<file path="src/rtl/io_pkg.sv">
// io_pkg: shared constants and helpers for the cpu I/O port bridge.
//   IO_BASE_SEL      : value of mem_a[17:16] that selects the I/O window
//   OFF_UART/OFF_CNT : byte offsets (mem_a[2:0]) of the UART data and counter/stop registers
//   TX_DEPTH_DEF     : default TX FIFO depth
//   FULL_MARGIN_DEF  : default free-slot slack for io_buffer_full
//   io_off_t         : byte offset type
//   snap_byte()      : selects byte off[1:0] of a 32-bit word
package io_pkg;

  localparam logic [1:0] IO_BASE_SEL = 2'b11;

  typedef logic [2:0] io_off_t;

  localparam io_off_t OFF_UART = 3'd0;
  localparam io_off_t OFF_CNT  = 3'd4;

  localparam int TX_DEPTH_DEF    = 16;
  localparam int FULL_MARGIN_DEF = 2;

  // Offsets 4..7 map onto bytes 0..3 of the counter word.
  function automatic logic [7:0] snap_byte(input logic [31:0] v, input io_off_t off);
    return v[{off[1:0], 3'b000} +: 8];
  endfunction

endpackage

</file>
<file path="src/rtl/io_tx_fifo.sv">
// io_tx_fifo: single-clock FIFO buffering UART TX bytes.
// Ports:
//   clk, rst_n  : clock, asynchronous active-low reset
//   i_push      : enqueue i_data (accepted when not full, or when a pop frees a slot)
//   i_pop       : consumer takes the head byte (ignored when empty)
//   o_data      : head byte
//   o_full      : all DEPTH entries used
//   o_empty     : no entries
//   o_count     : occupancy, 0..DEPTH
module io_tx_fifo #(
  parameter int DEPTH  = 16,
  parameter int DATA_W = 8
) (
  input  logic                     clk,
  input  logic                     rst_n,
  input  logic                     i_push,
  input  logic                     i_pop,
  input  logic [DATA_W-1:0]        i_data,
  output logic [DATA_W-1:0]        o_data,
  output logic                     o_full,
  output logic                     o_empty,
  output logic [$clog2(DEPTH):0]   o_count
);

  localparam int AW = $clog2(DEPTH);

  logic [DATA_W-1:0] r_mem [DEPTH];
  logic [AW-1:0]     r_wr_ptr;
  logic [AW-1:0]     r_rd_ptr;
  logic [AW:0]       r_count;
  logic              w_pop;
  logic              w_push;

  assign o_empty = (r_count == '0);
  assign o_full  = (r_count == DEPTH[AW:0]);
  assign o_data  = r_mem[r_rd_ptr];
  assign o_count = r_count;

  // A pop in the same cycle frees the slot first, so a push at full still lands.
  assign w_pop  = i_pop && !o_empty;
  assign w_push = i_push && (!o_full || w_pop);

  always_ff @(posedge clk) begin
    if (w_push) r_mem[r_wr_ptr] <= i_data;
  end

  // Pointers wrap naturally because DEPTH is a power of two.
  always_ff @(posedge clk or negedge rst_n) begin
    if (!rst_n) begin
      r_wr_ptr <= '0;
      r_rd_ptr <= '0;
      r_count  <= '0;
    end else begin
      if (w_push) r_wr_ptr <= r_wr_ptr + 1'b1;
      if (w_pop)  r_rd_ptr <= r_rd_ptr + 1'b1;
      case ({w_push, w_pop})
        2'b10:   r_count <= r_count + 1'b1;
        2'b01:   r_count <= r_count - 1'b1;
        default: r_count <= r_count;
      endcase
    end
  end

endmodule

</file>
<file path="src/rtl/io_port_bridge.sv">
// io_port_bridge: memory-mapped I/O slave on the cpu byte bus.
// Accesses with mem_a[17:16]==2'b11 (and rdy_in=1) are decoded on mem_a[2:0]:
//   write off 0 : enqueue mem_dout to the UART TX FIFO (0x00 is filtered out)
//   write off 4 : enqueue 0x00 and set the sticky program_done flag
//   read  off 0 : UART RX byte (0x00 when none), pops rx_data
//   read  off 4 : cycle_cnt[7:0], and snapshots the full counter
//   read  off 5..7 : snapshot bytes 1..3
// Read data appears on io_din one cycle after the read, flagged by io_sel.
// Ports:
//   clk_in, rst_in (async active-low), rdy_in, mem_a, mem_dout, mem_wr : cpu side
//   io_sel, io_din, io_buffer_full                                    : cpu return path
//   tx_data, tx_valid, tx_ready                                       : UART TX
//   rx_data, rx_valid, rx_pop                                         : UART RX
//   program_done                                                      : sticky stop flag
// Optional macro IO_LOOPBACK_EN: bytes sent to the UART are also captured in a
// one-entry RX holding register, which offset-0 reads consume ahead of rx_data.
module io_port_bridge
  import io_pkg::*;
#(
  parameter int TX_DEPTH    = TX_DEPTH_DEF,
  parameter int FULL_MARGIN = FULL_MARGIN_DEF,
  parameter int CNT_W       = 32
) (
  input  logic        clk_in,
  input  logic        rst_in,
  input  logic        rdy_in,
  input  logic [31:0] mem_a,
  input  logic [7:0]  mem_dout,
  input  logic        mem_wr,
  output logic        io_sel,
  output logic [7:0]  io_din,
  output logic        io_buffer_full,
  output logic [7:0]  tx_data,
  output logic        tx_valid,
  input  logic        tx_ready,
  input  logic [7:0]  rx_data,
  input  logic        rx_valid,
  output logic        rx_pop,
  output logic        program_done
);

  localparam int AW = $clog2(TX_DEPTH);

  logic             w_acc;
  io_off_t          w_off;
  logic             w_wr_data;
  logic             w_wr_stop;
  logic             w_push;
  logic [7:0]       w_push_byte;
  logic             w_rd;
  logic             w_rd_uart;
  logic             w_deq;
  logic             w_full;
  logic             w_empty;
  logic [AW:0]      w_count;
  logic [AW:0]      w_free;
  logic             w_use_hold;
  logic [7:0]       w_hold;
  logic [7:0]       w_rd_byte;
  logic             w_unused;

  logic [CNT_W-1:0] r_cycle_cnt;
  logic [CNT_W-1:0] r_snapshot;
  logic [15:0]      r_drop_cnt;

  assign w_acc     = rdy_in && (mem_a[17:16] == IO_BASE_SEL);
  assign w_off     = mem_a[2:0];
  assign w_wr_data = w_acc && mem_wr && (w_off == OFF_UART) && (mem_dout != 8'h00);
  assign w_wr_stop = w_acc && mem_wr && (w_off == OFF_CNT);
  assign w_push    = w_wr_data || w_wr_stop;
  // The stop marker is a literal 0x00 that must reach the UART despite the zero filter.
  assign w_push_byte = w_wr_stop ? 8'h00 : mem_dout;
  assign w_rd      = w_acc && !mem_wr;
  assign w_rd_uart = w_rd && (w_off == OFF_UART);
  assign w_deq     = tx_valid && tx_ready;

  io_tx_fifo #(
    .DEPTH  (TX_DEPTH),
    .DATA_W (8)
  ) u_fifo (
    .clk     (clk_in),
    .rst_n   (rst_in),
    .i_push  (w_push),
    .i_pop   (tx_ready),
    .i_data  (w_push_byte),
    .o_data  (tx_data),
    .o_full  (w_full),
    .o_empty (w_empty),
    .o_count (w_count)
  );

  assign tx_valid = !w_empty;

  // Slack of FULL_MARGIN slots absorbs cpu writes already issued when the flag rises.
  assign w_free         = TX_DEPTH[AW:0] - w_count;
  assign io_buffer_full = (w_free <= FULL_MARGIN[AW:0]);

`ifdef IO_LOOPBACK_EN
  logic       r_hold_vld;
  logic [7:0] r_hold;

  assign w_use_hold = r_hold_vld;
  assign w_hold     = r_hold;

  // A byte leaving for the UART overwrites the holder even if a read consumes it this cycle.
  always_ff @(posedge clk_in or negedge rst_in) begin
    if (!rst_in) begin
      r_hold_vld <= 1'b0;
    end else if (w_deq) begin
      r_hold_vld <= 1'b1;
    end else if (w_rd_uart) begin
      r_hold_vld <= 1'b0;
    end
  end

  always_ff @(posedge clk_in) begin
    if (w_deq) r_hold <= tx_data;
  end
`else
  assign w_use_hold = 1'b0;
  assign w_hold     = 8'h00;
`endif

  // Gated by rst_in so the UART never sees a pop while the bridge is held in reset.
  assign rx_pop = rst_in && w_rd_uart && rx_valid && !w_use_hold;

  always_comb begin
    w_rd_byte = 8'h00;
    if (w_off == OFF_UART) begin
      w_rd_byte = w_use_hold ? w_hold : (rx_valid ? rx_data : 8'h00);
    end else if (w_off == OFF_CNT) begin
      w_rd_byte = r_cycle_cnt[7:0];
    end else if (w_off[2]) begin
      // Upper bytes come from the snapshot so a 4..7 read sequence is coherent.
      w_rd_byte = snap_byte(r_snapshot, w_off);
    end
  end

  always_ff @(posedge clk_in or negedge rst_in) begin
    if (!rst_in) begin
      io_sel       <= 1'b0;
      io_din       <= 8'h00;
      program_done <= 1'b0;
      r_cycle_cnt  <= '0;
      r_snapshot   <= '0;
      r_drop_cnt   <= '0;
    end else begin
      io_sel <= w_rd;
      if (w_rd) io_din <= w_rd_byte;
      if (rdy_in) r_cycle_cnt <= r_cycle_cnt + 1'b1;
      if (w_rd && (w_off == OFF_CNT)) r_snapshot <= r_cycle_cnt;
      if (w_wr_stop) program_done <= 1'b1;
      if (w_push && w_full && !w_deq) r_drop_cnt <= r_drop_cnt + 1'b1;
    end
  end

  // Address bits outside the decode and the debug drop counter have no consumer here.
  assign w_unused = ^{mem_a[31:18], mem_a[15:3], r_drop_cnt};

endmodule
</file>
<file path="config.mk">
export PLATFORM = sky130hd
export DESIGN_NAME = io_port_bridge
export DESIGN_NICKNAME = d
export VERILOG_FILES = /design/src/rtl/io_pkg.sv /design/src/rtl/io_tx_fifo.sv /design/src/rtl/io_port_bridge.sv
export SDC_FILE = /design/constraint.sdc
export NUM_CORES = 1
export LEC_CHECK = 0
export ABC_AREA = 1
export CAP_MARGIN = 20
export CELL_PAD_IN_SITES_DETAIL_PLACEMENT = 0
export CELL_PAD_IN_SITES_GLOBAL_PLACEMENT = 1
export CORE_MARGIN = 1.5
export CORE_UTILIZATION = 41
export DETAILED_ROUTE_END_ITERATION = 8
export PLACE_DENSITY_LB_ADDON = 0.1
export SYNTH_ARGS = -nofsm -noshare
export SYNTH_HDL_FRONTEND = slang
export SYNTH_SLANG_ARGS = --single-unit
</file>
<file path="constraint.sdc">
create_clock -name clk_in -period 2.8 [get_ports clk_in]
set_clock_uncertainty 0.15 [all_clocks]
set_input_delay 0.42 -clock clk_in [delete_from_list [all_inputs] [get_ports clk_in]]
set_output_delay 0.42 -clock clk_in [all_outputs]
set_load 0.01 [all_outputs]
</file>
* Yosys cells after proc, flatten, opt, wreduce, memory -nomap -nowiden
Memories as Yosys holds them, arrays and structs flattened.
Index checks and enable logic that the tools add are counted.
** Cells by class
- $add $sub $neg :: 6
- $mul :: 0
- Div/mod/pow operators :: 0
- Magnitude comparators :: 1
- Equality and inequality tests :: 5
- Shift-type cells :: 1
- Mux-type cells :: 8
- Bitwise logic cells :: 0
- Reductions and logical operators :: 21
** Operators by type and width (count)
- $mux 8 :: 5
- $add 32x1->32 const B :: 1
- $shiftx 32x6->8 :: 1
- $logic_and 1x1->1 :: 12
- $pmux 5 s2 :: 1
- $add 4x1->4 const B :: 2
- $reduce_bool 8->1 :: 1
- $add 5x1->5 const B :: 1
- $eq 5x5->1 const B :: 1
- $le 5x2->1 const B :: 1
- $logic_not 5->1 :: 1
- $sub 5x1->5 const B :: 1
- $sub 5x5->5 const A :: 1
- $eq 2x2->1 const B :: 2
- $eq 3x3->1 const B :: 1
- $logic_not 1->1 :: 3
- $logic_not 3->1 :: 1
- $eq 2x1->1 const B :: 1
- $logic_or 1x1->1 :: 2
- $mux 1 :: 2
- $reduce_bool 2->1 :: 1
** Word-level totals
- Register bits :: 87
- Bits in latches :: 0
- Bits in writable memories :: 128
- Memory bits (read-only) :: 0
- Bits of input ports :: 54
- Output and inout bits :: 21
- Logic and storage cells :: 51
- Memories :: 1
** Memories
- u_fifo.r_mem :: depth 16, width 8, rd ports 1, clocked after memory_dff 0, write ports 1, RTL line io_tx_fifo.sv:27 : logic [DATA_W-1:0] r_mem [DEPTH];

* Depth between registers and ports, before layout
Gate-level depths: netlist of the first run.
- Word-level depth :: 9
- Depth in mapped cells :: 19

* Hierarchy
Synthesis of the first run repeated with hierarchy kept, for this count alone.
** Unflattened totals
- Cells, all modules :: 939
- Area total of the unflattened synthesis :: 9598.0 um2
** Modules (own cells, without submodules)
- io_tx_fifo :: instances 1, cells each 478, area each 5977.0 um2
- io_port_bridge :: instances 1, cells each 461, area each 3621.0 um2

* Worst setup path before layout of the first run
Ideal clock, no wire load.
- Kind :: flip-flop to flip-flop
- From :: register u_fifo.r_count[0], in the netlist u_fifo.o_count[0]
- To :: register u_fifo.r_count[4], in the netlist u_fifo.o_count[4]
- Data arrival time :: 2592 ps
- Data required time :: 2537 ps
- Path slack :: -55 ps
- Stages on the path, launching flop included :: 20
- Path buffers :: 0
- Path through :: dfrtp_1 > inv_1 > ha_1 > nand2_1 > nor2_1 > ha_1 > inv_1 > nand2_1 > inv_1 > nand2_1 > inv_1 > fa_1 > nand3_1 > nand2_1 > nand4_1 > nand2_1 > nand2_1 > nand2_1 > nand2_1 > inv_1
** On the way
- Word-level cells in the longest chain between the ends :: 7
- Elaborated cells between the ends (all ways) :: 13
- Those cells by class :: 2 x add/sub; 3 x eq/ne; 1 x mux; 7 x reduce/logical
** Ends and longest elaborated chain
- start, declared :: RTL line io_tx_fifo.sv:30 : logic [AW:0] r_count;
- start signal, assigned :: RTL line io_tx_fifo.sv:57 : 2'b10: r_count <= r_count + 1'b1;
- start signal, assigned :: RTL line io_tx_fifo.sv:58 : 2'b01: r_count <= r_count - 1'b1;
- start signal, assigned :: RTL line io_tx_fifo.sv:59 : default: r_count <= r_count;
- $logic_not 5->1 (*) :: RTL line io_tx_fifo.sv:34 : assign o_empty = (r_count == '0);
- $logic_not 1->1 (*)
- via tx_valid :: RTL line io_port_bridge.sv:34 : output logic tx_valid,
- $logic_and 1x1->1 (*)
- $logic_or 1x1->1 :: RTL line io_tx_fifo.sv:41 : assign w_push = i_push && (!o_full || w_pop);
- $logic_and 1x1->1 :: RTL line io_tx_fifo.sv:41
- $eq 2x1->1 or $eq 2x2->1 (tied branches) :: RTL line io_tx_fifo.sv:56 : case ({w_push, w_pop})
- $pmux 5 s2 or $reduce_bool 2->1 (tied branches)
The timed path passes the listed nets; every way through them passes the cells marked *.
A chain may end at the register's enable or synchronous reset.

* Worst setup path in the final report of the first run
- From :: register u_fifo.r_rd_ptr[0]
- To :: output port tx_data[0]
** On the way
- Word-level cells in the longest chain between the ends :: 1
** Ends and longest elaborated chain
- start, declared :: RTL line io_tx_fifo.sv:29 : logic [AW-1:0] r_rd_ptr;
- start signal, assigned :: RTL line io_tx_fifo.sv:55 : if (w_pop) r_rd_ptr <= r_rd_ptr + 1'b1;
- $mem_v2 16x8
- end, declared :: RTL line io_port_bridge.sv:33 : output logic [7:0] tx_data,
Every way passes these cells.

==> results of run 1 <==
sequential cells by signal, summed over array words and instances, names as in the netlist:
signal and count:
r_snapshot 24, program_done 1, u_fifo.r_mem 128, u_fifo.r_wr_ptr 4, u_fifo.r_rd_ptr 4, io_din 8, r_cycle_cnt 32, u_fifo.o_count 5
io_sel 1
routing by layer:
metal	up-vias	track usage, %	wire (µm)
li1	3322	-	-
met1	3235	26.0	10500
met2	101	35.5	12100
met3	35	2.51	723
met4	0	5.18	495
met5	-	0	0
power breakdown:
| part | internal [mW] | total [mW] | switching (mW) |
|---|---|---|---|
| sequential | 3.47 | 3.71 | 0.237 |
| clock | 1.83 | 3.04 | 1.21 |
| combinational | 1.38 | 3.27 | 1.88 |
cell usage in the layout (no fill, tap or decap), types with 11 or more instances in the layout:
cell / n
edfxtp_1: 128
inv_1: 76
clkdlybuf4s50_1: 37
o21ai_0: 105
ha_1: 12
nand2_1: 124
nand3_1: 34
xor2_1: 32
nor3_1: 16
dfrtp_1: 77
o21ai_1: 11
clkbuf_16: 26
buf_4: 54
o211ai_1: 38
nor2_1: 170
cells in the mapped netlist (all sizes together):
| cell type | count |
|---|---|
| a21oi | 10 |
| nand2 | 131 |
| ha | 13 |
| inv | 80 |
| clkbuf | 18 |
| mux2 | 4 |
| edfxtp | 128 |
| xnor2 | 3 |
| o21ai | 116 |
| and3 | 1 |
| nand3 | 34 |
| nand4 | 9 |
| dfrtp | 79 |
| buf | 20 |
| nor3 | 17 |
| or2 | 1 |
| xor2 | 32 |
| clkinv | 3 |
| o211ai | 38 |
| fa | 1 |
| a31oi | 9 |
| nor2 | 173 |
kinds of logic after synthesis:
logic type	count (synthesis)	synth area share, %
AND/OR/NAND/NOR	366	16.2
flip-flops	207	62.3
AO/OA/AOI/OAI	173	10.5
buffers and inverters	121	5.27
XOR/XNOR	35	3.28
adder cells (fa/ha/maj)	14	1.95
multiplexers	4	0.482
layout make-up:
cell class                      count  area share [%]
Clock buffer                       37            6.18
Clock inverter                      6           0.599
Tap cell                          285            3.11
Sequential cell                   207            50.7
Timing Repair Buffer              115            10.0
Inverter                           83            2.79
Multi-Input combinational cell    592            26.6
worst paths after layout:
kind	slack (ns)	start	endpoint
worst max register to register	0.32	u_fifo.o_count[0]	u_fifo.o_count[4]
worst min-delay path	0.32	r_cycle_cnt[30]	r_cycle_cnt[30]
worst min register to register	0.32	r_cycle_cnt[30]	r_cycle_cnt[30]
worst max-delay path	0.11	u_fifo.r_rd_ptr[0]	tx_data[0]
min in group asynchronous	0.38	rst_in	io_din[3]
max in group asynchronous	1.15	rst_in	u_fifo.r_rd_ptr[0]
timing repair:
item | in CTS | in global routing
hold endpoints to repair | 36 | 0
gates resized for setup | 14 | 25
hold buffers | 1 | 0
cloned | 2 | 3
setup buffers | 4 | 1
endpoints found under the setup margin | 9 | 9
pin swaps | 8 | 11
worst max-delay path, stage by stage (launching register included):
cell and delay (ns):
dfrtp_2 0.41, clkinv_4 0.13, clkbuf_16 0.20, nor2_1 0.09, nor2_1 0.04, o21ai_0 0.06, o21ai_0 0.10, o211ai_1 0.27
nand2_1 0.09, clkdlybuf4s15_1 0.24
==> flow_metrics.env, run 1 <==
export IMPL_r2r_cells=19
export IMPL_htree_num_levels=1
export IMPL_synth_top_cell_area_share_pct=41.1
export IMPL_cp_data_required_time_ns=2.23
export IMPL_coreArea_um2=22500
export IMPL_yosysSeqAreaShare_pct=62.3
export IMPL_synth_largest_area_cell="edfxtp_1"
export IMPL_cellLeakagePower_nw=4.69
export IMPL_gp_congestion=0.841
export IMPL_n_fill_cell=2110
export IMPL_die_x_um=154
export IMPL_finalPower_mw=10.0
export IMPL_worst_slack_ns=0.108
export IMPL_post_place_ws_ns=-0.00739
export IMPL_place_area_um2=10500
export IMPL_fmax_mhz=371
export IMPL_mappedNetlistNets=988
export IMPL_n_antenna_cell=0
export IMPL_synthCells=920
export IMPL_cellPowerDensity_nw_per_um2=872
export IMPL_peakVddDrop_v=0.000373
export IMPL_track_usage_pct=20.0
export IMPL_cp_max_fo=10
export IMPL_core_rowCount=55
export IMPL_antenna_found_initial=0
export IMPL_hold_class="flip-flop to flip-flop"
export IMPL_drc=0
export IMPL_vias=6693
export IMPL_synth_cell_area_um2=9350
export IMPL_cts_sinks=207
export IMPL_root_buffer="clkbuf_16"
export IMPL_rsz0062_at_grt="true"
export IMPL_drt_pass1_iterations=5
export IMPL_fp_dieH_um=154
export IMPL_hold_violations=0
export IMPL_finish_instance_area_um2=11500
export IMPL_endpoint_kind="primary output"
export IMPL_syn_to_final_growth_pct=22.8
export IMPL_vias_per_cell=5.05
export IMPL_tns_ns=0
export IMPL_placed_cells=1271
export IMPL_clk_pin_slew_ns=0.06
export IMPL_synth_cell_types=34
export IMPL_dieArea_um2=23700
export IMPL_hold_depth=2
export IMPL_cts_buffers=24
export IMPL_drive_above_1_share_pct=12.6
export IMPL_cts_tree="built"
export IMPL_cts_max_path_buffers=3
export IMPL_grt_pass1_vias=6588
export IMPL_syn_avg_cell_area_um2=10.2
export IMPL_outcome="completed"
export IMPL_seqCellArea_um2=5820
export IMPL_postRouteWirelength_um=23800
export IMPL_layout_nets=1091
export IMPL_grt_overflow_total=0
export IMPL_max_slew_margin_pct=63.3
export IMPL_synthTopCellsByArea="edfxtp_1 41%, dfrtp_1 21%, nor2_1 6.9%"
export IMPL_io_buffers=47
export IMPL_grt_start_max_net_pins=57
export IMPL_grt_pass1_wl_um=36500
export IMPL_worstPathArrival_ns=2.12
export IMPL_fin_crit_sh_pct=96.1
export IMPL_finalSetupViolCount=0
export IMPL_fin_cells=1325
export IMPL_timing_final_crit_period_ns=2.69
export IMPL_utilization_pct=51.0
export IMPL_startpoint_type="flip-flop"
export IMPL_antenna_left=0
export IMPL_ys_ff_latch=207
export IMPL_path_class="flip-flop to primary output"
export IMPL_yosysWarningCount=0
export IMPL_clock_latency_ns=0.52
export IMPL_worst_pin_slew_ns=0.551
export IMPL_whs_ns=0.317
export IMPL_multi_input_area_um2=3050
export IMPL_dpl_hpwl_um=15500
export IMPL_drt_iter0_drc=377
export IMPL_maxCapViolations=0
export IMPL_start_util_pct=41.6
export IMPL_final_max_slew_violation_count=0
export IMPL_avgRoutedWirePerCell_um=18.0
export IMPL_io_pins=75
(Power assumes the default switching activity.)
==> run 2: changes to the inputs <==
--- a/config.mk
+++ b/config.mk
@@ -9,9 +9,11 @@
 export CAP_MARGIN = 20
 export CELL_PAD_IN_SITES_DETAIL_PLACEMENT = 0
 export CELL_PAD_IN_SITES_GLOBAL_PLACEMENT = 1
+export CORE_ASPECT_RATIO = 0.8
 export CORE_MARGIN = 1.5
 export CORE_UTILIZATION = 41
 export DETAILED_ROUTE_END_ITERATION = 8
+export GPL_TIMING_DRIVEN = 0
 export PLACE_DENSITY_LB_ADDON = 0.1
 export SYNTH_ARGS = -nofsm -noshare
 export SYNTH_HDL_FRONTEND = slang
==> flow_metrics.env, run 2 (synthesis results as in run 1) <==
export IMPL_final_max_slew_violation_count=0
export IMPL_met3WireLength_um=1750
export IMPL_cellLeakagePower_nw=4.63
export IMPL_io_buffers=44
export IMPL_top_layer="met4"
export IMPL_final_cell_mix="141 x nor2_1, 128 x edfxtp_1, 118 x nand2_1"
export IMPL_place_area_um2=10300
export IMPL_n_antenna_cell=0
export IMPL_track_usage_pct=23.2
export IMPL_cts_tree="built"
export IMPL_utilization_pct=52.0
export IMPL_grt_start_max_net_pins=54
export IMPL_finish_instance_area_um2=11700
export IMPL_clock_latency_ns=0.51
export IMPL_root_buffer="clkbuf_16"
export IMPL_vias=6883
export IMPL_cp_max_fo=10
export IMPL_maxCapViolations=0
export IMPL_postRouteWirelength_um=26800
export IMPL_max_slew_margin_pct=51.7
export IMPL_grt_pass1_vias=6643
export IMPL_largest_reg_flops=128
export IMPL_regMostFlops="u_fifo.r_mem"
export IMPL_antenna_found_initial=0
export IMPL_outcome="completed"
export IMPL_wl_met1_um=14100
export IMPL_layout_nets=1090
export IMPL_worstPathArrival_ns=2.19
export IMPL_wl_met2_um=10500
export IMPL_timing_final_crit_period_ns=2.76
export IMPL_antenna_left=0
export IMPL_post_place_ws_ns=-0.661
export IMPL_worst_slack_ns=0.0400
export IMPL_whs_ns=0.0572
export IMPL_htree_num_levels=1
export IMPL_fp_dieH_um=138
export IMPL_cts_sinks=207
export IMPL_cts_max_path_buffers=3
export IMPL_cp_data_required_time_ns=2.23
export IMPL_rsz0062_at_grt="true"
export IMPL_core_rowCount=49
export IMPL_syn_to_final_growth_pct=24.9
export IMPL_drt_iter0_drc=646
export IMPL_clk_pin_slew_ns=0.06
export IMPL_grt_pass1_wl_um=40600
export IMPL_mostFrequentLayoutCell="nor2_1"
export IMPL_startpoint_type="flip-flop"
export IMPL_dpl_hpwl_um=19300
export IMPL_gp_congestion=0.836
export IMPL_drive_above_1_share_pct=18.2
export IMPL_dieArea_um2=23700
export IMPL_path_class="flip-flop to primary output"
export IMPL_worst_pin_slew_ns=0.719
export IMPL_fmax_mhz=362
export IMPL_hold_class="primary input to flip-flop"
export IMPL_finalSetupViolCount=0
export IMPL_drt_pass1_iterations=5
export IMPL_coreArea_um2=22400
export IMPL_grt_overflow_total=0
export IMPL_endpoint_kind="primary output"
export IMPL_drc=0
export IMPL_cellPowerDensity_nw_per_um2=894
export IMPL_avgRoutedWirePerCell_um=19.9
export IMPL_hold_violations=0
export IMPL_vias_per_cell=5.12
export IMPL_io_pins=75
export IMPL_cts_buffers=22
export IMPL_fin_crit_sh_pct=98.6
export IMPL_reg_top3="u_fifo.r_mem: 128 flops, r_cycle_cnt: 32 flops, r_snapshot: 24 flops"
export IMPL_die_x_um=172
export IMPL_start_util_pct=41.7
export IMPL_peakVddDrop_v=0.000451
run 2: area by class of cell:
class,instances,area (µm²)
Multi-Input combinational cell,592,3360
Sequential cell,207,5820
Inverter,83,324
Buffer,38,267
Clock inverter,10,149
Fill cell,2071,10800
Tap cell,306,383
Timing Repair Buffer,78,762
Clock buffer,30,612
run 2: layer usage:
layer	vias to the layer above	global-route usage (%)
met5	-	0
met4	0	3.94
met3	30	3.21
met2	198	30.6
met1	3327	39.8
li1	3328	-
run 2: worst max-delay path, stage by stage, from the launching register on:
cell      delay (ns)
dfrtp_1         0.40
buf_6           0.16
inv_6           0.07
buf_12          0.12
buf_4           0.11
buf_6           0.14
nor2_1          0.05
o211ai_1        0.30
nand3_1         0.12
nand2_1         0.08
buf_2           0.13
run 2: worst paths after layout:
check,from,endpoint,slack [ns],depth (start not counted)
min in group asynchronous,rst_in,r_cycle_cnt[23],0.28,3
min,rdy_in,r_cycle_cnt[0],0.06,2
max in group asynchronous,rst_in,io_din[2],1.93,3
max reg2reg,u_fifo.o_count[1],u_fifo.o_count[4],0.08,19
max,u_fifo.r_rd_ptr[0],tx_data[4],0.04,10
min reg2reg,r_cycle_cnt[30],r_cycle_cnt[30],0.32,2
run 2: where the power goes:
part	switching, mW	internal [mW]	total (mW)
clock network	1.20	1.90	3.10
logic	2.24	1.41	3.64
registers	0.232	3.47	3.70
run 2: per-stage QoR:
stage,setup TNS (ns),std cells,power [mW]
after global routing,-0.303,1344,11.0
after floorplan,0,920,5.48
final,0,1344,10.4
after detailed placement,-69.10,1278,6.77
after global placement,-270.41,1270,6.76
after CTS,-6.13,1326,10.2
run 2: what timing repair did:
item / 4_1_cts / 5_1_grt
endpoints found under the hold margin: 27 / 0
endpoints found under the setup margin: 142 / 118
gates resized for setup: 125 / 77
cloned: 2 / 1
pin swaps: 5 / 27
hold buffers: 2 / 0
buffers inserted: 4 / 16
